===== src/rtl/matrix_pkg.sv =====
// -----------------------------------------------------------------------------
// matrix_pkg
// Shared definitions for the LED matrix frame scanner:
//   - mode_e       : display mode encodings (hold / alternate / single-step)
//   - DEF_*        : default parameter values used by the scanner and timer
//   - decode_mode  : maps the raw 2-bit mode input onto mode_e; the unused
//                    encoding 2'b11 behaves as hold.
// No ports (package).
// -----------------------------------------------------------------------------
package matrix_pkg;

    typedef enum logic [1:0] {
        MODE_HOLD      = 2'b00,
        MODE_ALTERNATE = 2'b01,
        MODE_STEP      = 2'b10
    } mode_e;

    localparam int DEF_COLS         = 5;
    localparam int DEF_ROWS         = 7;
    localparam int DEF_FRAMES       = 2;
    localparam int DEF_SCAN_DIV     = 1000;
    localparam int DEF_FRAME_TICKS  = 250;
    localparam int DEF_BLINK_FRAMES = 2;

    function automatic mode_e decode_mode(input logic [1:0] raw);
        case (raw)
            2'b01:   decode_mode = MODE_ALTERNATE;
            2'b10:   decode_mode = MODE_STEP;
            default: decode_mode = MODE_HOLD;
        endcase
    endfunction

endpackage


===== src/rtl/matrix_scan_timer.sv =====
// -----------------------------------------------------------------------------
// matrix_scan_timer
// Column dwell prescaler and column index for the matrix scanner. Each column
// is held for SCAN_DIV clock cycles; the index walks 0..COLS-1 and wraps.
//
// Ports:
//   clock     in   rising-edge clock
//   reset_n   in   synchronous active-low reset (index and prescaler to 0)
//   col_idx   out  current column index
//   col_adv   out  high in the last cycle of a dwell; the index moves on the
//                  following edge
//   col_wrap  out  col_adv while the index is on the last column (scan wrap)
// -----------------------------------------------------------------------------
module matrix_scan_timer
    import matrix_pkg::*;
#(
    parameter int COLS     = DEF_COLS,
    parameter int SCAN_DIV = DEF_SCAN_DIV,
    localparam int CW = (COLS > 1) ? $clog2(COLS) : 1,
    localparam int PW = (SCAN_DIV > 1) ? $clog2(SCAN_DIV) : 1
) (
    input  logic          clock,
    input  logic          reset_n,
    output logic [CW-1:0] col_idx,
    output logic          col_adv,
    output logic          col_wrap
);

    logic [PW-1:0] presc;

    assign col_adv  = (presc == PW'(SCAN_DIV - 1));
    assign col_wrap = col_adv && (col_idx == CW'(COLS - 1));

    // Prescaler counts one dwell; at its terminal count the column index
    // steps and the prescaler restarts.
    always_ff @(posedge clock) begin
        if (!reset_n) begin
            presc   <= '0;
            col_idx <= '0;
        end else if (col_adv) begin
            presc   <= '0;
            col_idx <= col_wrap ? '0 : col_idx + CW'(1);
        end else begin
            presc   <= presc + PW'(1);
        end
    end

endmodule


===== src/rtl/matrix_frame_scanner.sv =====
// -----------------------------------------------------------------------------
// matrix_frame_scanner
// Multiplexed LED matrix driver with a small multi-frame image buffer.
// Columns are scanned one at a time (one-hot matrix_col) while matrix_row
// carries that column's stored bit pattern. The displayed frame is chosen by
// the mode input; frame changes only take effect at a column-scan wrap.
//
// Optional feature: define MATRIX_BLINK_EN to add the blink input and the
// BLINK_FRAMES parameter (whole-display blinking).
//
// Ports:
//   clock        in   rising-edge clock
//   reset_n      in   synchronous active-low reset (buffer contents kept)
//   wr_en        in   frame buffer write strobe
//   wr_frame     in   frame to write (out-of-range ignored)
//   wr_col       in   column to write (out-of-range ignored)
//   wr_data      in   column pattern, bit i lights row i
//   mode         in   00 hold, 01 alternate, 10 single-step, 11 hold
//   hold_frame   in   frame shown in hold mode (clamped to FRAMES-1)
//   step         in   asynchronous single-step request, rising edge counts
//   blink        in   (MATRIX_BLINK_EN only) enable blinking
//   matrix_row   out  row drive, active-high
//   matrix_col   out  one-hot column enable, active-high
//   frame_index  out  frame currently displayed
//   frame_tick   out  one-cycle pulse whenever frame_index changes
// -----------------------------------------------------------------------------
module matrix_frame_scanner
    import matrix_pkg::*;
#(
    parameter int COLS         = DEF_COLS,
    parameter int ROWS         = DEF_ROWS,
    parameter int FRAMES       = DEF_FRAMES,
    parameter int SCAN_DIV     = DEF_SCAN_DIV,
    parameter int FRAME_TICKS  = DEF_FRAME_TICKS,
`ifdef MATRIX_BLINK_EN
    parameter int BLINK_FRAMES = DEF_BLINK_FRAMES,
`endif
    localparam int CW = $clog2(COLS),
    localparam int FW = (FRAMES > 1) ? $clog2(FRAMES) : 1
) (
    input  logic            clock,
    input  logic            reset_n,
    input  logic            wr_en,
    input  logic [FW-1:0]   wr_frame,
    input  logic [CW-1:0]   wr_col,
    input  logic [ROWS-1:0] wr_data,
    input  logic [1:0]      mode,
    input  logic [FW-1:0]   hold_frame,
    input  logic            step,
`ifdef MATRIX_BLINK_EN
    input  logic            blink,
`endif
    output logic [ROWS-1:0] matrix_row,
    output logic [COLS-1:0] matrix_col,
    output logic [FW-1:0]   frame_index,
    output logic            frame_tick
);

    localparam int TW = (FRAME_TICKS > 1) ? $clog2(FRAME_TICKS) : 1;
    localparam logic [COLS-1:0] COL_ONE = COLS'(1);

    logic [ROWS-1:0] frame_buf [FRAMES][COLS];

    logic [CW-1:0] col_idx;
    logic          col_adv;
    logic          col_wrap;
    logic          load_q;
    logic          row_dark;

    mode_e         cur_mode;
    logic [TW-1:0] wrap_cnt;
    logic [TW-1:0] wrap_cnt_next;
    logic [FW-1:0] frame_next;
    logic [FW-1:0] frame_adv;
    logic [FW-1:0] hold_target;
    logic [1:0]    step_sync;
    logic          step_prev;
    logic          step_rise;
    logic          step_pending;
    logic          step_pending_next;

    matrix_scan_timer #(
        .COLS     (COLS),
        .SCAN_DIV (SCAN_DIV)
    ) u_scan_timer (
        .clock    (clock),
        .reset_n  (reset_n),
        .col_idx  (col_idx),
        .col_adv  (col_adv),
        .col_wrap (col_wrap)
    );

    // Image store: written from the host side, never cleared by reset.
    always_ff @(posedge clock) begin
        if (wr_en && (int'(wr_frame) < FRAMES) && (int'(wr_col) < COLS)) begin
            frame_buf[wr_frame][wr_col] <= wr_data;
        end
    end

    assign cur_mode    = decode_mode(mode);
    assign step_rise   = step_sync[1] & ~step_prev;
    assign frame_adv   = (frame_index == FW'(FRAMES - 1)) ? '0 : frame_index + FW'(1);
    assign hold_target = (int'(hold_frame) >= FRAMES) ? FW'(FRAMES - 1) : hold_frame;

    // Frame selection: every mode only changes the frame at a scan wrap so a
    // frame is always shown as a complete image. A step request seen before
    // the wrap is remembered once; further requests until then are dropped.
    always_comb begin
        frame_next        = frame_index;
        wrap_cnt_next     = wrap_cnt;
        step_pending_next = 1'b0;
        case (cur_mode)
            MODE_ALTERNATE: begin
                if (col_wrap) begin
                    if (wrap_cnt == TW'(FRAME_TICKS - 1)) begin
                        wrap_cnt_next = '0;
                        frame_next    = frame_adv;
                    end else begin
                        wrap_cnt_next = wrap_cnt + TW'(1);
                    end
                end
            end
            MODE_STEP: begin
                if (col_wrap) begin
                    wrap_cnt_next = '0;
                    if (step_pending || step_rise) begin
                        frame_next = frame_adv;
                    end
                end else begin
                    step_pending_next = step_pending | step_rise;
                end
            end
            default: begin
                if (col_wrap) begin
                    wrap_cnt_next = '0;
                    frame_next    = hold_target;
                end
            end
        endcase
    end

    // Frame state, step synchroniser and the change pulse, which is raised
    // only when the selected frame actually differs from the current one.
    always_ff @(posedge clock) begin
        if (!reset_n) begin
            frame_index  <= '0;
            wrap_cnt     <= '0;
            step_sync    <= '0;
            step_prev    <= 1'b0;
            step_pending <= 1'b0;
            frame_tick   <= 1'b0;
        end else begin
            frame_index  <= frame_next;
            wrap_cnt     <= wrap_cnt_next;
            step_sync    <= {step_sync[0], step};
            step_prev    <= step_sync[1];
            step_pending <= step_pending_next;
            frame_tick   <= (frame_next != frame_index);
        end
    end

`ifdef MATRIX_BLINK_EN
    localparam int BW = (BLINK_FRAMES > 1) ? $clog2(BLINK_FRAMES) : 1;

    logic [BW-1:0] blink_cnt;
    logic          blink_phase;

    // Blink phase flips every BLINK_FRAMES scan wraps; the odd phase is dark.
    always_ff @(posedge clock) begin
        if (!reset_n) begin
            blink_cnt   <= '0;
            blink_phase <= 1'b0;
        end else if (col_wrap) begin
            if (blink_cnt == BW'(BLINK_FRAMES - 1)) begin
                blink_cnt   <= '0;
                blink_phase <= ~blink_phase;
            end else begin
                blink_cnt   <= blink_cnt + BW'(1);
            end
        end
    end

    assign row_dark = blink & blink_phase;
`else
    assign row_dark = 1'b0;
`endif

    // Output drive. Rows go dark in the cycle the column index moves, and the
    // new column's pattern is sampled once in the following cycle and held for
    // the rest of the dwell, so a buffer write never shows up mid-dwell.
    // load_q is set by reset so column 0 lights right after reset releases.
    always_ff @(posedge clock) begin
        if (!reset_n) begin
            matrix_col <= COL_ONE;
            matrix_row <= '0;
            load_q     <= 1'b1;
        end else begin
            matrix_col <= COL_ONE << col_idx;
            load_q     <= col_adv;
            if (col_adv || row_dark) begin
                matrix_row <= '0;
            end else if (load_q) begin
                matrix_row <= frame_buf[frame_index][col_idx];
            end
        end
    end

endmodule


===== config.mk =====
export PLATFORM = sky130hd
export DESIGN_NAME = matrix_frame_scanner
export DESIGN_NICKNAME = d
export VERILOG_FILES = /design/src/rtl/matrix_pkg.sv /design/src/rtl/matrix_scan_timer.sv /design/src/rtl/matrix_frame_scanner.sv
export SDC_FILE = /design/constraint.sdc
export NUM_CORES = 1
export LEC_CHECK = 0
export ABC_AREA = 1
export CAP_MARGIN = 10
export CORE_MARGIN = 4
export CORE_UTILIZATION = 30
export CTS_CLUSTER_DIAMETER = 200
export DETAILED_ROUTE_END_ITERATION = 16
export REMOVE_ABC_BUFFERS = 1
export SETUP_SLACK_MARGIN = 0.2
export SLEW_MARGIN = 20
export SYNTH_ARGS = -nofsm -noshare
export SYNTH_HDL_FRONTEND = slang
export SYNTH_HIERARCHICAL = 1
export SYNTH_SLANG_ARGS = --single-unit

===== constraint.sdc =====
create_clock -name clock -period 2.1 [get_ports clock]
set_input_delay 0.42 -clock clock [delete_from_list [all_inputs] [get_ports clock]]
set_output_delay 0.42 -clock clock [all_outputs]
set_load 0.03 [all_outputs]

# ---- Yosys cells after proc, flatten, opt, wreduce, memory -nomap -nowiden
# Memories as Yosys holds them, arrays and structs flattened. A register that Yosys moved wholly into a read port is not among the register bits.
# Index checks and enable logic that the tools add are counted.
dict set report op_classes {
  add_sub_neg 4
  n_mul 0
  n_div 0
  magnitude_cmp 4
  n_eq_ne 8
  n_shift 1
  muxes 21
  n_bitwise 7
  reduce_logical 6
}
# op n
set ops {}
lappend ops {{2-to-1 mux 35 bit} 1}
lappend ops {{2-to-1 mux 8 bit} 4}
lappend ops {{binary-select mux 7 bit (select 3 bit)} 1}
lappend ops {{demux 7 bit (select 3 bit)} 1}
lappend ops {{2-to-1 mux 7 bit} 3}
lappend ops {{adder 10 x 1 -> 10 bit (second input constant)} 1}
lappend ops {{equality test 10 bit (second input constant)} 1}
lappend ops {{adder 8 x 1 -> 8 bit (second input constant)} 1}
lappend ops {{equality test 8 bit (second input constant)} 1}
lappend ops {{>= comparator 4 bit (second input constant)} 2}
lappend ops {{2-to-1 mux 1 bit} 8}
lappend ops {{NOT 3 -> 4 bit} 2}
lappend ops {{left shift 1 x 3 -> 5 bit (first input constant)} 1}
lappend ops {{equality test 2 x 1 -> 1 bit (second input constant)} 2}
lappend ops {{equality test 2 bit (second input constant)} 2}
lappend ops {{< comparator 4 x 1 -> 1 bit (second input constant)} 1}
lappend ops {{case mux 2 bit (2 select lines)} 1}
lappend ops {{adder 3 x 1 -> 3 bit (second input constant)} 1}
lappend ops {{equality test 3 bit (second input constant)} 1}
lappend ops {{logical AND 1 bit} 3}
lappend ops {{< comparator 3 bit (second input constant)} 1}
lappend ops {{2-to-1 mux 3 bit} 1}
lappend ops {{NOT 1 bit} 3}
lappend ops {{OR reduction 3 bit} 1}
lappend ops {{other kinds (7)} 7}
dict set report totals {
  register_bits 40
  latch_bits 0
  ramBits 70
  romBits 0
  memories 1
}
# name depth width rd rd_clocked_by_memory_dff wr line
set memory_table {}
lappend memory_table {frame_buf 2 35 1 1 1 matrix_frame_scanner.sv:62} ;# logic [ROWS-1:0] frame_buf [FRAMES][COLS];

# ---- Depth between registers and ports, before layout
# Gate-level depths: netlist of the first run.
dict set report depth {
  depth_word 7
  mapped_depth 13
  depth_no_buf 13
}

# ---- Hierarchy
# Netlist of the first run, hierarchy kept.
# module instances cells_per_inst area_each_um2
set modules_own_cells {}
lappend modules_own_cells {matrix_frame_scanner 1 369 3987.6}
lappend modules_own_cells {matrix_scan_timer 1 86 639.4}

# ---- Worst setup path before layout of the first run
# OpenSTA, ideal clock, no wires.
dict set report synth_path {
  kind {register to register}
  startpoint {register u_scan_timer.presc[0]}
  endpoint {register wrap_cnt[6]}
  arrival_ns 1.678
  setup_slack_ns 0.301
  stages_incl_launch_ff 12
  path_buffers 1
  cell_sequence {dfxtp_1 > ha_1 > nand2_1 > nor2_4 > nand3_2 > nor2_1 > buf_2 > nand2_1 > nor3_2 > nand2_1 > xor2_1 > nor2_1}
}
dict set report synth_via {
  elab_chain_len 2
}
# item line
set synth_rtl {}
lappend synth_rtl {{from (decl)} matrix_scan_timer.sv:29} ;# logic [PW-1:0] presc;
lappend synth_rtl {{from (signal assigned)} matrix_scan_timer.sv:44} ;# presc <= presc + PW'(1);
lappend synth_rtl {{equality test 10 bit} matrix_scan_timer.sv:31} ;# assign col_adv = (presc == PW'(SCAN_DIV - 1));
lappend synth_rtl {{logical AND 1 bit} matrix_scan_timer.sv:32} ;# assign col_wrap = col_adv && (col_idx == CW'(COLS - 1));
lappend synth_rtl {{net col_wrap} matrix_frame_scanner.sv:66} ;# logic col_wrap;
lappend synth_rtl {{to (signal assigned)} matrix_frame_scanner.sv:154} ;# wrap_cnt <= wrap_cnt_next;
lappend synth_rtl {{to (decl)} matrix_frame_scanner.sv:71} ;# logic [TW-1:0] wrap_cnt;
# The timed path passes the listed nets, and every way through them passes these cells.
# A chain may end at the register's enable or synchronous reset.

# ---- Worst setup path in the final report of the first run
dict set report layout_path {
  startpoint {register matrix_row[3]}
  endpoint {output matrix_row[3]}
}
# item line
set layout_lines {}
lappend layout_lines {{from (decl)} matrix_frame_scanner.sv:53} ;# output logic [ROWS-1:0] matrix_row,
lappend layout_lines {{from (signal assigned)} matrix_frame_scanner.sv:203} ;# matrix_row <= frame_buf[frame_index][col_idx];
# No word-level cell between the ends.

==> impl_metrics.py, run 1 <==
metrics = {
    "floorplan": {
        "ios": 32,
        "fp.dieW_um": 132,
        "initial_utilization": 0.305,
        "core_um2": 15100,
        "die_area_um2": 17500,
        "die_y_um": 132,
        "row_count": 45,
    },
    "sta": {
        "slew_viol_final": 0,
        "hold_viol": 0,
        "rsz0062_at_grt": "false",
        "setup_viol": 0,
        "fin_setup_tns_ps": 0,
        "worst_pin_slew_ps": 500,
        "hold_ws_ps": 421,
        "finalClockSkew_ps": 6.05,
        "period_minus_slack_ps": 1840,
        "fin_crit_sh": 0.874,
        "timing.fmax_mhz": 545,
        "relSlewSlack": 0.665,
    },
    "synth": {
        "ys_ff_latch": 111,
        "synth_area_leader_cell": "edfxtp_1",
        "synth_top_family_by_area": "simple AND/OR/NAND/NOR gates",
        "yosysSeqAreaShare": 0.632,
        "synthTopCellsByArea": "edfxtp_1, dfxtp_1, nand2_1, nor2_1, inv_1",
        "netlist.area_leader.share": 0.454,
        "syn_avg_cell_area_um2": 10.2,
        "syn_inst": 455,
        "synthAdderAreaFrac": 0.0189,
        "synthDistinctLibCells": 38,
        "synthSimpleGateAreaFrac": 0.194,
        "netlist_area_um2": 4630,
        "synth_compound_area_frac": 0.0849,
        "synthXorXnorAreaFrac": 0.0151,
        "yosysWarnings": 6,
        "synth.area.mux_share": 0,
    },
    "clocking": {
        "cts-root-buf": "clkbuf_16",
        "clk_pin_slew_worst_paths_ps": 70,
        "cts_hold_buf": 0,
        "cts_tree": "yes",
        "cts_buffer_depth": 2,
        "clock_latency_ps": 350,
        "cts.sinks": 111,
        "htree_levels": 3,
        "cts_inserted_buffers": 9,
    },
    "drt": {
        "avgViaCountPerCell": 4.74,
        "remaining_drc_errors": 0,
        "wl_per_cell_um": 13.8,
        "drtIter0Drc": 229,
        "vias": 3316,
        "first_pass_iters": 4,
        "wl_mm": 9.66,
        "ant_nets": 0,
    },
    "place": {
        "gp_congestion": 0.805,
        "dp_hpwl_mm": 6.79,
        "port_buffers": 31,
    },
    "finish": {
        "layout_common_cells": "nand2_1, edfxtp_1, nor2_1, dfxtp_1, inv_1",
        "drive_gt1_frac": 0.131,
        "antenna_cells": 0,
        "syn2layout_area_growth_pct": 20.4,
        "layout_commonest_cell": "nand2_1",
        "layout.nets": 531,
        "post-route-util": 0.368,
    },
    "worst_setup_path": {
        "required_ps": 1680,
        "slowest_delay_ps": 710,
        "cp_max_fo": 2,
        "path_class": "reg2out",
        "crit_arrival_ps": 1420,
        "cp_cell_sequence": "clkdlybuf4s50_1",
        "crit_family": "buffers and inverters",
        "critPathBufInv": 1,
        "critPathCaptureType": "output pin",
        "critPathSlowestCell": "clkdlybuf4s50_1",
        "cp-start-kind": "register",
    },
    "power": {
        "leakagePower_nw": 2.09,
        "power_density_nw_per_um2": 779,
        "p_total_mw": 4.34,
        "vdd.ir_drop.worst_mv": 0.477,
    },
    "grt": {
        "antenna_found_initial": 0,
        "grt_max_degree": 36,
        "grt_usage": 0.114,
        "grt_pass1_wl_mm": 16.0,
        "grt_pass1_vias": 3303,
        "overflow": 0,
    },
    "status": {
        "status": "completed",
    },
    "hold_path": {
        "hp-class": "reg2reg",
    },
    "job": {
        "drv_cap": 0,
    },
}
## metal layers
| metal | up-vias | share of wire | track usage |
|---|---|---|---|
| li1 | 1638 | - | - |
| met1 | 1581 | 0.46 | 0.143 |
| met2 | 83 | 0.47 | 0.190 |
| met3 | 14 | 0.052 | 0.0328 |
| met4 | 0 | 0.016 | 0.0370 |
| met5 | - | 0 | 0 |
## power breakdown
group          switching, mW  total, mW  internal (mW)
Combinational          0.199      0.316          0.117
Sequential            0.0301       2.40           2.37
Clock                  0.779       1.63          0.852
## flip-flops by register name (all words and copies together), names as in the netlist, named ones only
signal,flops
u_scan_timer/presc,10
frame_buf,70
u_scan_timer/col_idx,3
matrix_col,5
step_prev,1
wrap_cnt,8
load_q,1
frame_index,1
step_pending,1
matrix_row,7
frame_tick,1
step_sync,2
## repair_timing
| action | CTS | global route |
|---|---|---|
| pin swaps | 0 | 5 |
| setup buffers | 0 | 1 |
| endpoints found under the setup margin | 4 | 4 |
| gates resized for setup | 2 | 12 |
## kinds of logic after synthesis
kind of cell / Yosys count
XOR/XNOR: 8
flip-flops: 111
AO/OA/AOI/OAI: 69
adder cells (fa/ha/maj): 7
buffers and inverters: 57
AND/OR/NAND/NOR: 203
## cell usage after synthesis (all sizes together)
library cell   n
ha             7
a31oi          2
o22ai          8
or2            2
dfxtp         41
o21ai         34
inv           45
a211oi         3
edfxtp        70
nand4          5
xnor2          2
o32ai          1
xor2           6
nor2          74
o21bai         1
nand2         89
nand3         21
a21oi         15
nor3b          1
o211ai         5
nor4           4
nor3           6
nand3b         1
buf           12
## worst register-to-register path: stages, from the launching register on
cell	delay, ps
dfxtp_4	370
ha_4	150
nand2_2	60
nor2_4	140
nand3_2	110
nor2_4	150
buf_4	130
nand2_2	80
nor3_4	200
nand2_1	90
xor2_1	130
nor2_1	50
## worst paths after layout
kind / depth (start not counted) / endpoint / from / slack, ps
worst max-delay path: 1 / matrix_row[3] / matrix_row[3]$_SDFFE_PP0P_ / 260
worst min-delay path: 2 / step_sync[1]$_SDFF_PN0_ / step_sync[0]$_SDFF_PN0_ / 420
worst max register to register: 11 / wrap_cnt[6]$_SDFFE_PN0P_ / u_scan_timer/presc[0]$_SDFF_PP0_ / 340
worst min register to register: 2 / step_sync[1]$_SDFF_PN0_ / step_sync[0]$_SDFF_PN0_ / 420
## layout make-up
cell class | instances | area [µm²]
Multi-Input combinational cell | 287 | 1490
Inverter | 45 | 171
Sequential cell | 111 | 2930
Fill cell | 1492 | 9570
Clock inverter | 5 | 40.0
Timing Repair Buffer | 52 | 467
Tap cell | 188 | 235
Clock buffer | 11 | 243
## per-stage QoR
stage / setup WS, ps / cells / cell area, µm²
floorplan: 7.34 / 443 / 4540
global route: 205 / 699 / 5570
finish: 265 / 699 / 5570
detailed placement: 160 / 682 / 5240
global placement: 169 / 682 / 5240
CTS: 229 / 698 / 5520
No activity file was read; power rests on OpenSTA's default activity.
==> inputs of run 2 (changes only) <==
Settings changed: CORE_UTILIZATION 30 to 55, PLACE_DENSITY from default to 0.75.
==> run 2 against run 1 <==
Against the previous run:
- non-clock buffer count unchanged
- maximum frequency barely moved
- clock skew is 13 ps higher
- final area decreased by 3.3%
- sequential cell count stayed put
- largest cell class unchanged
- largest power group unchanged
==> impl_metrics.py, run 2 (synthesis results as in run 1) <==
metrics = {
    "status": {
        "status": "completed",
    },
    "power": {
        "leakagePower_nw": 2.07,
        "vdd.ir_drop.worst_mv": 0.500,
        "power_density_nw_per_um2": 742,
    },
    "clocking": {
        "clock_latency_ps": 380,
        "clk_pin_slew_worst_paths_ps": 110,
        "htree_levels": 3,
        "cts_buffer_depth": 2,
        "cts_hold_buf": 0,
        "cts_inserted_buffers": 9,
        "cts-root-buf": "clkbuf_8",
        "cts_tree": "yes",
        "cts.sinks": 111,
    },
    "place": {
        "pre_cts_ws_ps": 130,
        "port_buffers": 31,
        "dp_hpwl_mm": 6.21,
        "gp_congestion": 0.804,
    },
    "sta": {
        "fin_setup_tns_ps": 0,
        "setup_viol": 0,
        "timing.fmax_mhz": 545,
        "hold_viol": 0,
        "fin_crit_sh": 0.875,
        "rsz0062_at_grt": "true",
        "finalClockSkew_ps": 19.3,
        "period_minus_slack_ps": 1840,
        "final.setup.worst_slack_ps": 263,
        "relSlewSlack": 0.652,
        "worst_pin_slew_ps": 521,
        "slew_viol_final": 0,
    },
    "finish": {
        "syn2layout_area_growth_pct": 16.4,
        "drive_gt1_frac": 0.127,
        "reg.largest.list": "frame_buf (70), u_scan_timer/presc (10), wrap_cnt (8)",
        "regMostFlops": "frame_buf",
        "layout.nets": 531,
        "layout_common_cells": "nand2_1, edfxtp_1, nor2_1, dfxtp_1, inv_1",
        "layout_commonest_cell": "nand2_1",
        "antenna_cells": 0,
        "largest_register_ffs": 70,
    },
    "floorplan": {
        "ios": 32,
        "die_y_um": 99.7,
        "fp.dieW_um": 99.7,
        "core_um2": 8220,
        "die_area_um2": 9940,
        "initial_utilization": 0.563,
        "row_count": 33,
    },
    "drt": {
        "first_pass_iters": 4,
        "wl_per_cell_um": 14.7,
        "vias": 3242,
        "wl_mm": 9.06,
        "remaining_drc_errors": 0,
        "drtIter0Drc": 159,
        "ant_nets": 0,
        "avgViaCountPerCell": 5.26,
    },
    "worst_setup_path": {
        "cp-start-kind": "register",
        "critPathSlowestCell": "clkdlybuf4s50_1",
        "path_class": "reg2out",
        "cp_max_fo": 2,
        "crit_start": "matrix_row[0]$_SDFFE_PP0P_",
        "crit_family": "buffers and inverters",
        "slowest_delay_ps": 680,
        "cp_cell_sequence": "clkdlybuf4s50_1",
        "critPathBufInv": 1,
        "timing.rr.start": "u_scan_timer/presc[0]$_SDFF_PP0_",
        "critPathCaptureType": "output pin",
        "crit_arrival_ps": 1420,
        "required_ps": 1680,
    },
    "grt": {
        "overflow": 0,
        "grt_max_degree": 36,
        "grt_pass1_vias": 3222,
        "grt_pass1_wl_mm": 15.1,
        "grt_usage": 0.195,
        "antenna_found_initial": 0,
    },
    "hold_path": {
        "hp-start": "step_sync[1]$_SDFF_PN0_",
        "hp-class": "reg2reg",
    },
    "job": {
        "drv_cap": 0,
    },
}
==> run 2: cell types whose count changed in the layout (fill, tap and decap cells not counted), moves of 2 or more <==
cell             delta
clkbuf_16           -9
clkdlybuf4s50_1     -2
clkinv_8            +2
nand2_2             -2
nand2_1             +2
dlymetal6s2s_1      +2
clkbuf_8            +9
==> run 2: what timing repair did <==
action	in CTS	in global routing
setup buffers	0	3
pin swaps	0	3
endpoints found under the setup margin	5	8
gates resized for setup	2	11
gates cloned	0	0
==> run 2: final timing paths <==
check | slack [ps] | to | cells past startpoint
worst max-delay path | 260 | matrix_row[0] | 1
worst max register to register | 300 | wrap_cnt[4]$_SDFFE_PN0P_ | 10
worst min-delay path | 440 | step_prev$_SDFF_PN0_ | 2
worst min register to register | 440 | step_prev$_SDFF_PN0_ | 2
==> run 2: layout make-up <==
class / instances / area [µm²]
Tap cell: 105 / 131
Clock buffer: 10 / 138
Clock inverter: 6 / 70.1
Multi-Input combinational cell: 287 / 1470
Sequential cell: 111 / 2930
Fill cell: 643 / 2830
Inverter: 45 / 171
Timing Repair Buffer: 52 / 475
==> run 2: report_power, final <==
group	internal, mW	switching (mW)
Combinational	0.118	0.196
Clock	0.506	0.783
Sequential	2.37	0.0297
Total	2.99	1.01
==> run 2: metal layers <==
layer,GRT usage,vias up,routed length [µm]
li1,-,1639,-
met1,0.246,1496,3810
met2,0.319,89,4570
met3,0.0547,18,481
met4,0.0777,0,199
met5,0,-,0
==> run 2: stage by stage <==
stage	utilization	instance area (µm²)	instances	hold slack (ps)	power [mW]
4_1_cts	0.648	5330	613	447	4.03
6_report	0.656	5390	616	445	4.00
3_5_place_dp	0.623	5120	597	427	2.75
2_1_floorplan	-	4540	443	390	2.61
5_1_grt	0.656	5390	616	455	4.17
3_3_place_gp	0.623	5120	597	413	2.74
